===== src/rtl/cam_dvp_emitter.sv =====
// cam_dvp_emitter: OV7670-style DVP byte-stream source producing RGB565 test
// frames (vsync / href / 8-bit data, two bytes per pixel, one byte per clk).
// Next state and next outputs are computed together so that every output is a
// register that changes on the same edge as the FSM state.
module cam_dvp_emitter #(
    parameter int H_ACTIVE    = 640,
    parameter int V_ACTIVE    = 480,
    parameter int H_BLANK     = 144,
    parameter int VSYNC_LINES = 3,
    parameter int V_BACK      = 17,
    parameter int V_FRONT     = 10
) (
    input  logic        clk,
    input  logic        rst_n,
    input  logic        enable,
    input  logic [1:0]  pattern_sel,
    input  logic [15:0] solid_rgb,
    output logic        cam_vsync,
    output logic        cam_href,
    output logic [7:0]  cam_data,
    output logic        frame_done,
    output logic        busy
);

    localparam int          LINE_LEN = 2 * H_ACTIVE + H_BLANK;
    localparam logic [15:0] COL_LAST = 16'(LINE_LEN - 1);
    localparam logic [15:0] HREF_END = 16'(2 * H_ACTIVE);

    typedef enum logic [2:0] {
        S_IDLE,
        S_VSYNC,
        S_VBACK,
        S_ACTIVE,
        S_VFRONT
    } state_t;

    state_t      state_q, state_d;
    logic [15:0] col_q, col_d;
    logic [15:0] line_q, line_d;
    logic [1:0]  pat_q, pat_d;
    logic [15:0] solid_q, solid_d;
    logic        vsync_q, vsync_d;
    logic        href_q, href_d;
    logic [7:0]  data_q, data_d;
    logic        done_q, done_d;
    logic        busy_q, busy_d;

    logic        frame_end;
    logic [14:0] x_w;
    int          bar_idx;
    logic [15:0] pix_word;

    // Number of lines spent in each non-idle state.
    function automatic logic [15:0] lines_in(input state_t s);
        case (s)
            S_VSYNC:  lines_in = 16'(VSYNC_LINES);
            S_VBACK:  lines_in = 16'(V_BACK);
            S_ACTIVE: lines_in = 16'(V_ACTIVE);
            S_VFRONT: lines_in = 16'(V_FRONT);
            default:  lines_in = 16'd0;
        endcase
    endfunction

    // Next-state: column/line counters, state sequencing with zero-length
    // states skipped, and pattern latching on every entry to VSYNC.
    always_comb begin
        state_d   = state_q;
        col_d     = col_q;
        line_d    = line_q;
        pat_d     = pat_q;
        solid_d   = solid_q;
        frame_end = 1'b0;
        if (state_q == S_IDLE) begin
            if (enable) begin
                state_d = S_VSYNC;
                col_d   = 16'd0;
                line_d  = 16'd0;
                pat_d   = pattern_sel;
                solid_d = solid_rgb;
            end
        end else if (col_q != COL_LAST) begin
            col_d = col_q + 16'd1;
        end else begin
            col_d = 16'd0;
            if (line_q != lines_in(state_q) - 16'd1) begin
                line_d = line_q + 16'd1;
            end else begin
                line_d = 16'd0;
                case (state_q)
                    S_VSYNC: begin
                        if (V_BACK > 0) state_d = S_VBACK;
                        else            state_d = S_ACTIVE;
                    end
                    S_VBACK: state_d = S_ACTIVE;
                    S_ACTIVE: begin
                        if (V_FRONT > 0) state_d = S_VFRONT;
                        else             frame_end = 1'b1;
                    end
                    default: frame_end = 1'b1;
                endcase
                // Back-to-back frames re-latch the pattern with no gap.
                if (frame_end) begin
                    if (enable) begin
                        state_d = S_VSYNC;
                        pat_d   = pattern_sel;
                        solid_d = solid_rgb;
                    end else begin
                        state_d = S_IDLE;
                    end
                end
            end
        end
    end

    // Output decode from the next state, so outputs line up with the state.
    always_comb begin
        x_w      = col_d[15:1];
        bar_idx  = (int'(x_w) * 8) / H_ACTIVE;
        pix_word = 16'h0000;
        case (pat_d)
            2'd0: begin
                case (bar_idx)
                    0:       pix_word = 16'hFFFF;
                    1:       pix_word = 16'hFFE0;
                    2:       pix_word = 16'h07FF;
                    3:       pix_word = 16'h07E0;
                    4:       pix_word = 16'hF81F;
                    5:       pix_word = 16'hF800;
                    6:       pix_word = 16'h001F;
                    default: pix_word = 16'h0000;
                endcase
            end
            2'd1:    pix_word = {x_w[4:0], x_w[5:0], line_d[4:0]};
            2'd2:    pix_word = {line_d[7:0], x_w[7:0]};
            default: pix_word = solid_d;
        endcase
        vsync_d = (state_d == S_VSYNC);
        href_d  = (state_d == S_ACTIVE) && (col_d < HREF_END);
        data_d  = 8'h00;
        if (href_d) begin
            data_d = col_d[0] ? pix_word[7:0] : pix_word[15:8];
        end
        done_d = ((state_d == S_VFRONT) && (line_d == 16'(V_FRONT - 1)) &&
                  (col_d == COL_LAST)) ||
                 ((V_FRONT == 0) && (state_d == S_ACTIVE) &&
                  (line_d == 16'(V_ACTIVE - 1)) && (col_d == COL_LAST));
        busy_d = (state_d != S_IDLE);
    end

    // State, counters, latched pattern and all outputs; reset clears everything.
    always_ff @(posedge clk or negedge rst_n) begin
        if (!rst_n) begin
            state_q <= S_IDLE;
            col_q   <= 16'd0;
            line_q  <= 16'd0;
            pat_q   <= 2'd0;
            solid_q <= 16'd0;
            vsync_q <= 1'b0;
            href_q  <= 1'b0;
            data_q  <= 8'h00;
            done_q  <= 1'b0;
            busy_q  <= 1'b0;
        end else begin
            state_q <= state_d;
            col_q   <= col_d;
            line_q  <= line_d;
            pat_q   <= pat_d;
            solid_q <= solid_d;
            vsync_q <= vsync_d;
            href_q  <= href_d;
            data_q  <= data_d;
            done_q  <= done_d;
            busy_q  <= busy_d;
        end
    end

    assign cam_vsync  = vsync_q;
    assign cam_href   = href_q;
    assign cam_data   = data_q;
    assign frame_done = done_q;
    assign busy       = busy_q;

endmodule


===== config.mk =====
export PLATFORM = sky130hd
export DESIGN_NAME = cam_dvp_emitter
export DESIGN_NICKNAME = d
export VERILOG_FILES = /design/src/rtl/cam_dvp_emitter.sv
export SDC_FILE = /design/constraint.sdc
export NUM_CORES = 1
export LEC_CHECK = 0
export BUFFER_PORTS_ARGS = -buffer_cell sky130_fd_sc_hd__buf_2
export CORE_ASPECT_RATIO = 0.75
export CORE_MARGIN = 1.5
export CORE_UTILIZATION = 60
export DETAILED_ROUTE_END_ITERATION = 8
export GPL_TIMING_DRIVEN = 0
export PLACE_DENSITY_LB_ADDON = 0.12
export SKIP_CTS_REPAIR_TIMING = 1
export SLEW_MARGIN = 5
export SYNTH_ARGS = -nofsm -noshare
export SYNTH_HDL_FRONTEND = slang
export SYNTH_SLANG_ARGS = --single-unit

===== constraint.sdc =====
create_clock -name clk -period 7.3 [get_ports clk]
set_clock_uncertainty 0.2 [all_clocks]
set_input_delay 1.46 -clock clk [delete_from_list [all_inputs] [get_ports clk]]
set_output_delay 1.46 -clock clk [all_outputs]
set_load 0.02 [all_outputs]

==> impl_metrics.json, run 1 <==
{
  "syn_avg_cell_area_um2": 8.191,
  "place_ws_ns": 0.8350,
  "hold_violations": 0,
  "cp-end-kind": "flop",
  "rsz0062_at_grt": "no",
  "maxCapViolCount": 0,
  "core-area_um2": 7953,
  "cp_slowest_stage_delay_ns": 0.81,
  "peakVddDrop_mv": 0.1312,
  "dr_total_vias": 5042,
  "yosys.cell_types.count": 75,
  "crit_arrival_ns": 6.44,
  "design_area_um2": 5433,
  "synth-seq-cells": 65,
  "avgRoutedWirePerCell_um": 18.72,
  "timing.slew.headroom_pct": 30.96,
  "r2r_cells": 22,
  "fp.dieArea_um2": 8805,
  "drc": 0,
  "synth_commonest_cells": "dfrtp_1, nand2_1, nor2_1",
  "grt_pass1_wl_mm": 22.78,
  "status": "completed",
  "layout-drive-gt1-share_pct": 15.98,
  "worstMarginPinSlew_ns": 1.029,
  "synth_top_area_share_pct": 32.88,
  "clk_pin_slew_ns": 0.08,
  "synth_area_um2": 4947,
  "setup_viol": 0,
  "cts-root-buf": "clkbuf_8",
  "grt.total_usage_pct": 33.55,
  "fin_ws_ns": 0.9274,
  "grt_pass1_vias": 4445,
  "fmax_ghz": 0.1569,
  "grt_remaining_overflow": 0,
  "place.gp.congestion": 0.9472,
  "p_leak_nw": 2.216,
  "holdPathStages": 1,
  "cp.required_ns": 7.37,
  "min_from": "solid_q[0]",
  "synth-async-reset-ratio_pct": 100.0,
  "synth_edf_count": 0,
  "whs_ns": 0.2985,
  "io_buffers": 32,
  "hold_class": "reg2reg",
  "cts.htree.levels": 3,
  "antenna_found_initial": 0,
  "r2r_start": "state_q[0]",
  "clk_latency_ns": 0.36,
  "yosys.area_share.simple_pct": 26.43,
  "cts.sinks": 65,
  "synth_area_leader_cell": "dfrtp_1",
  "syn_to_final_growth_pct": 9.813,
  "synth_compound_area_share_pct": 25.14,
  "antennaDiodeCount": 0,
  "holdPathEnd": "solid_q[0]",
  "synth_nets": 632,
  "finalPower_mw": 0.6705,
  "cts_max_path_buffers": 2,
  "num_rows": 28,
  "path_cells": "clkbuf_1, clkbuf_1, xor2_1, nand2_1, ha_1, and3_1, ha_1, xnor2_1, nor4_1, nand4_1, a21oi_1, nand4_1, nor3_1, o21ai_1, mux2i_1, o2111ai_1, nor4_1, and3_1, o21ai_0, nor4_1, a21oi_1, o21ai_1",
  "cp_num_buf_inv": 2,
  "p_per_area_nw_per_um2": 123.4,
  "tns_ns": 0,
  "final_antenna_net_count": 0,
  "die_height_um": 81.64,
  "layout.nets": 675,
  "r2r_end": "cam_data[4]",
  "fillers": 659,
  "ys_warn_count": 0,
  "slowest_stage": "o21ai_1",
  "dp_hpwl_mm": 10.39,
  "synth_xor_area_share_pct": 3.187,
  "startpoint_type": "flop",
  "synthMuxAreaShare_pct": 5.463,
  "synth_top_family_by_area": "simple AND/OR/NAND/NOR gates",
  "dr.pass1.iters": 5,
  "rrSetupSlack_ns": 0.93,
  "viasPerCell": 6.669,
  "io_pins": 33,
  "dpl_cell_area_um2": 5248,
  "grt_max_degree": 66,
  "cts_tree": "yes",
  "crit_top_cell": "nor4_1",
  "synth_adder_area_share_pct": 1.770,
  "start_util_pct": 62.21,
  "cts_buffers": 9,
  "finalCritPeriodShare_pct": 87.30,
  "yosysSeqAreaShare_pct": 32.88,
  "drv_slew": 0,
  "crit_fanout": 10,
  "synth_most_common_cell": "dfrtp_1",
  "crit_family": "simple AND/OR/NAND/NOR gates",
  "drt_iter0_drc": 491,
  "ys_top_cells_by_area": "dfrtp_1, nand2_1, mux2_2",
  "syn_inst": 604,
  "ys.flop_type": "dfrtp_1",
  "finalCriticalPeriod_ns": 6.373,
  "crit_type": "reg2reg",
  "finalWirelength_mm": 14.15,
  "die_w_um": 107.9
}
## placed cells by master (no fill, tap or decap), types with 4 or more instances in the layout
| master | synthesis | routed |
|---|---|---|
| nor2b_1 | 7 | 7 |
| nor3_1 | 26 | 26 |
| dfrtp_1 | 65 | 65 |
| inv_2 | 5 | 5 |
| nor2_1 | 47 | 47 |
| a21oi_1 | 30 | 30 |
| o211ai_1 | 6 | 6 |
| o32ai_1 | 5 | 5 |
| nor3_2 | 4 | 4 |
| buf_2 | 5 | 36 |
| nand3_1 | 35 | 35 |
| ha_1 | 7 | 7 |
| a211oi_1 | 6 | 6 |
| or4_1 | 4 | 4 |
| o311ai_0 | 10 | 10 |
| clkbuf_1 | 30 | 31 |
| o21ai_1 | 5 | 5 |
| o21ai_0 | 44 | 44 |
| nand4_1 | 13 | 13 |
| clkinv_1 | 4 | 4 |
| mux2_2 | 20 | 20 |
| and3_1 | 11 | 11 |
| nand2b_1 | 4 | 4 |
| nand2_1 | 63 | 63 |
| clkbuf_8 | 0 | 9 |
| a31oi_1 | 5 | 5 |
| nor4_1 | 14 | 14 |
| inv_1 | 16 | 16 |
| o21a_1 | 6 | 6 |
| o31ai_1 | 5 | 5 |
| xnor2_1 | 11 | 11 |
| o41ai_1 | 4 | 4 |
| o31a_1 | 8 | 8 |
| o32ai_2 | 4 | 4 |
| xor2_1 | 7 | 7 |
| o22ai_1 | 4 | 4 |
## cell type report
class	count	area, um^2	area share [%]
clock buffer	10	127.6	2.349
inverter	25	93.84	1.727
clock inverter	5	57.56	1.059
sequential	65	1627	29.94
buffer	38	160.2	2.948
tap	105	131.4	2.418
timing repair buffer	32	162.7	2.994
multi-input combinational	476	3073	56.56
## stage by stage
step	util, %	cells
6_report	68.31	756
5_1_grt	68.31	756
4_1_cts	68.31	756
3_5_place_dp	65.98	741
3_3_place_gp	65.87	741
2_1_floorplan	-	604
## how the worst max path moves through the flow
| stage | startpoint | end | slack [ns] | cells past startpoint |
|---|---|---|---|---|
| 2_1_floorplan | enable | cam_data[6] | 1.89 | 15 |
| 3_3_place_gp | enable | cam_data[0] | 0.91 | 16 |
| 3_5_place_dp | enable | cam_data[2] | 0.84 | 16 |
| 4_1_cts | state_q[0] | cam_data[2] | 1.04 | 22 |
| 5_1_grt | state_q[0] | cam_data[1] | 0.41 | 22 |
| 6_report | state_q[0] | cam_data[4] | 0.93 | 22 |
## report_power, final
| group | leakage, nW | switching [mW] | total (mW) | internal [mW] |
|---|---|---|---|---|
| Sequential | 0.789 | 0 | 0.360 | 0.360 |
| Combinational | 1.33 | 0.00842 | 0.0126 | 0.00413 |
| Clock | 0.0961 | 0.142 | 0.298 | 0.156 |
## cells by family (layout without fill, tap and decap cells)
logic type,Yosys count,in the layout
compound gates,176,176
simple gates,251,251
mux,24,24
xor+xnor,18,18
fa+ha+maj,7,7
flops,65,65
buf+inv,63,110
## metal layers
metal	global-route usage, %	share of wire, %	vias up
met4	10.66	1.6	0
met1	49.30	47	2400
li1	-	-	2367
met2	48.09	42	245
met3	8.333	9.6	30
met5	2.381	0	-
## state kept, by name (all words and copies together), names as in the netlist
signal / flops
cam_data: 8
cam_vsync: 1
state_q: 3
solid_q: 16
pat_q: 2
busy: 1
line_q: 16
cam_href: 1
frame_done: 1
col_q: 16
Power figures use the tool's default switching activity.
==> run 2, diff against run 1 <==
Settings changed: ABC_AREA set to 1, GPL_TIMING_DRIVEN 0 to not set, SLEW_MARGIN 5 to not set.
==> run 2 against run 1 <==
Compared with the run above: largest power group unchanged; critical path depth rose by 5; synthesized cell count rose by 20%; global-route usage shrank 0.80 points; highest routed layer unchanged.
==> impl_metrics.json, run 2 <==
{
  "status": "completed",
  "dr_total_vias": 5056,
  "setup_viol": 0,
  "peakVddDrop_mv": 0.1413,
  "clk_pin_slew_ns": 0.08,
  "drc": 0,
  "synth-seq-cells": 65,
  "p_per_area_nw_per_um2": 132.5,
  "die_height_um": 82.07,
  "yosys.cell_types.count": 50,
  "grt_remaining_overflow": 0,
  "cts-root-buf": "clkbuf_8",
  "fmax_ghz": 0.1550,
  "grt_pass1_vias": 4642,
  "syn_to_final_growth_pct": 9.432,
  "grt_max_degree": 66,
  "final_antenna_net_count": 0,
  "synth_compound_area_share_pct": 13.11,
  "core-area_um2": 7988,
  "synth_edf_count": 0,
  "synth_most_common_cell": "nand2_1",
  "place_inst": 857,
  "crit_arrival_ns": 6.48,
  "multiInputGateArea_um2": 2874,
  "cp-end-kind": "flop",
  "cts_max_path_buffers": 2,
  "synth_top_area_share_pct": 32.52,
  "syn_inst": 726,
  "p_leak_nw": 2.899,
  "layout.nets": 791,
  "num_rows": 28,
  "start_util_pct": 62.61,
  "final_common_cell": "nand2_1",
  "ys_warn_count": 0,
  "hold_class": "reg2reg",
  "crit_type": "reg2reg",
  "synth-async-reset-ratio_pct": 100.0,
  "timing.slew.headroom_pct": 19.05,
  "drt_iter0_drc": 390,
  "finalWirelength_mm": 13.72,
  "place.gp.congestion": 0.9203,
  "synthMuxAreaShare_pct": 0.4503,
  "ys_top_cells_by_area": "dfrtp_1, nand2_1, inv_1",
  "viasPerCell": 5.792,
  "rsz0062_at_grt": "no",
  "tns_ns": 0,
  "grt.total_usage_pct": 32.75,
  "io_pins": 33,
  "design_area_um2": 5473,
  "cts.sinks": 65,
  "synth_commonest_cells": "nand2_1, inv_1, dfrtp_1, nand3_1, o21ai_0",
  "cts.htree.levels": 3,
  "synth_area_um2": 5001,
  "io_buffers": 32,
  "synth_area_leader_cell": "dfrtp_1",
  "fp.dieArea_um2": 8897,
  "synth_top_family_by_area": "simple AND/OR/NAND/NOR gates",
  "ys.flop_type": "dfrtp_1",
  "dp_hpwl_mm": 10.61,
  "synth_adder_area_share_pct": 1.751,
  "reg_top3": "col_q x16, line_q x16, solid_q x16",
  "seqCellArea_um2": 1627,
  "crit_fanout": 16,
  "synth_xor_area_share_pct": 2.977,
  "stdcell_count": 873,
  "cp.required_ns": 7.33,
  "fin_ws_ns": 0.8502,
  "dpl_cell_area_um2": 5278,
  "worstMarginPinSlew_ns": 1.202,
  "die_w_um": 108.4,
  "finalCriticalPeriod_ns": 6.450,
  "mostFrequentLayoutCells": "nand2_1, inv_1, nand3_1, dfrtp_1, o21ai_0",
  "cts_tree": "yes",
  "yosys.area_share.simple_pct": 39.18,
  "place_ws_ns": 1.041,
  "hold_violations": 0,
  "yosysSeqAreaShare_pct": 32.52,
  "antenna_found_initial": 0,
  "syn_avg_cell_area_um2": 6.888,
  "layout-drive-gt1-share_pct": 18.23,
  "antennaDiodeCount": 0,
  "clk_latency_ns": 0.35,
  "finalCritPeriodShare_pct": 88.35,
  "grt_pass1_wl_mm": 22.46,
  "drv_slew": 0,
  "maxCapViolCount": 0,
  "avgRoutedWirePerCell_um": 15.72,
  "fillers": 722,
  "finalPower_mw": 0.7253,
  "startpoint_type": "flop",
  "synth_nets": 754,
  "cts_buffers": 9,
  "dr.pass1.iters": 5
}
## run 2: cell types whose count changed after synthesis, sizes merged, moves of 15 or more
cell | previous run | this run
mux2 | 21 | 2
inv | 21 | 117
o21ai | 50 | 71
nand2 | 63 | 213
nor3 | 31 | 16
nand3 | 35 | 77
clkbuf | 30 | 8
a21oi | 31 | 15
## run 2: kinds of logic (layout without fill, tap and decap cells)
group                      Yosys count  count (layout)
xor gates and xnor gates            17              17
adders and majority gates            7               7
and+or+nand+nor                    391             391
DFF                                 65              65
buffers and inverters              129             171
muxes                                2               2
AOI/OAI and AO/OA                  115             115
## run 2: stage by stage
stage	utilization (%)	hold slack [ns]
after floorplan	-	0.2334
after global placement	66.07	0.2600
after detailed placement	66.07	0.2572
after CTS	68.52	0.2773
after global routing	68.52	0.3010
final	68.52	0.2825
## run 2: final timing paths
kind	start	to	slack [ns]	cells past startpoint
max	state_q[2]	cam_data[3]	0.85	27
min	solid_q[2]	solid_q[2]	0.28	2
max reg2reg	state_q[2]	cam_data[3]	0.85	27
min reg2reg	solid_q[2]	solid_q[2]	0.28	2
max in group asynchronous	rst_n	solid_q[12]	5.25	2
min in group asynchronous	rst_n	col_q[14]	1.09	2
## run 2: power by group
part,internal [mW],total (mW),switching (mW),leakage [nW]
sequential,0.364,0.366,0.00140,0.765
combinational,0.0149,0.0452,0.0303,2.04
clock,0.159,0.314,0.155,0.0929
## run 2: worst max-delay path, stage by stage (launching register included)
cell and delay [ns]:
dfrtp_1 0.47, nor2_1 0.17, inv_1 0.07, nor2_1 0.12, inv_2 0.08, nand2_1 0.11, ha_1 0.23, nand3_1 0.14
inv_1 0.10, ha_1 0.24, xor2_1 0.19, inv_1 0.06, nor2_1 0.12, nand2_1 0.07, nor4_1 0.27, nand3_1 0.36
nand2_1 0.27, nand2_1 0.11, nor2_2 0.11, buf_4 0.21, inv_1 0.23, o21ai_0 1.00, inv_1 0.30, nor2_1 0.41
inv_1 0.26, or2_2 0.32, nand2_1 0.07, a21oi_1 0.06
## run 2: cell type report
type,instances,area share [%]
inverters,118,8.185
clock buffers,10,2.332
multi-input cells,532,52.51
repair buffers,37,3.612
flip-flops and latches,65,29.72
clock inverters,6,1.235
well taps,105,2.401
## run 2: layer usage
layer / wire length, um / track usage (%)
met1: 6365 / 46.44
met2: 6047 / 50.44
met3: 1029 / 6.190
met4: 277 / 10.53
met5: 0 / 0
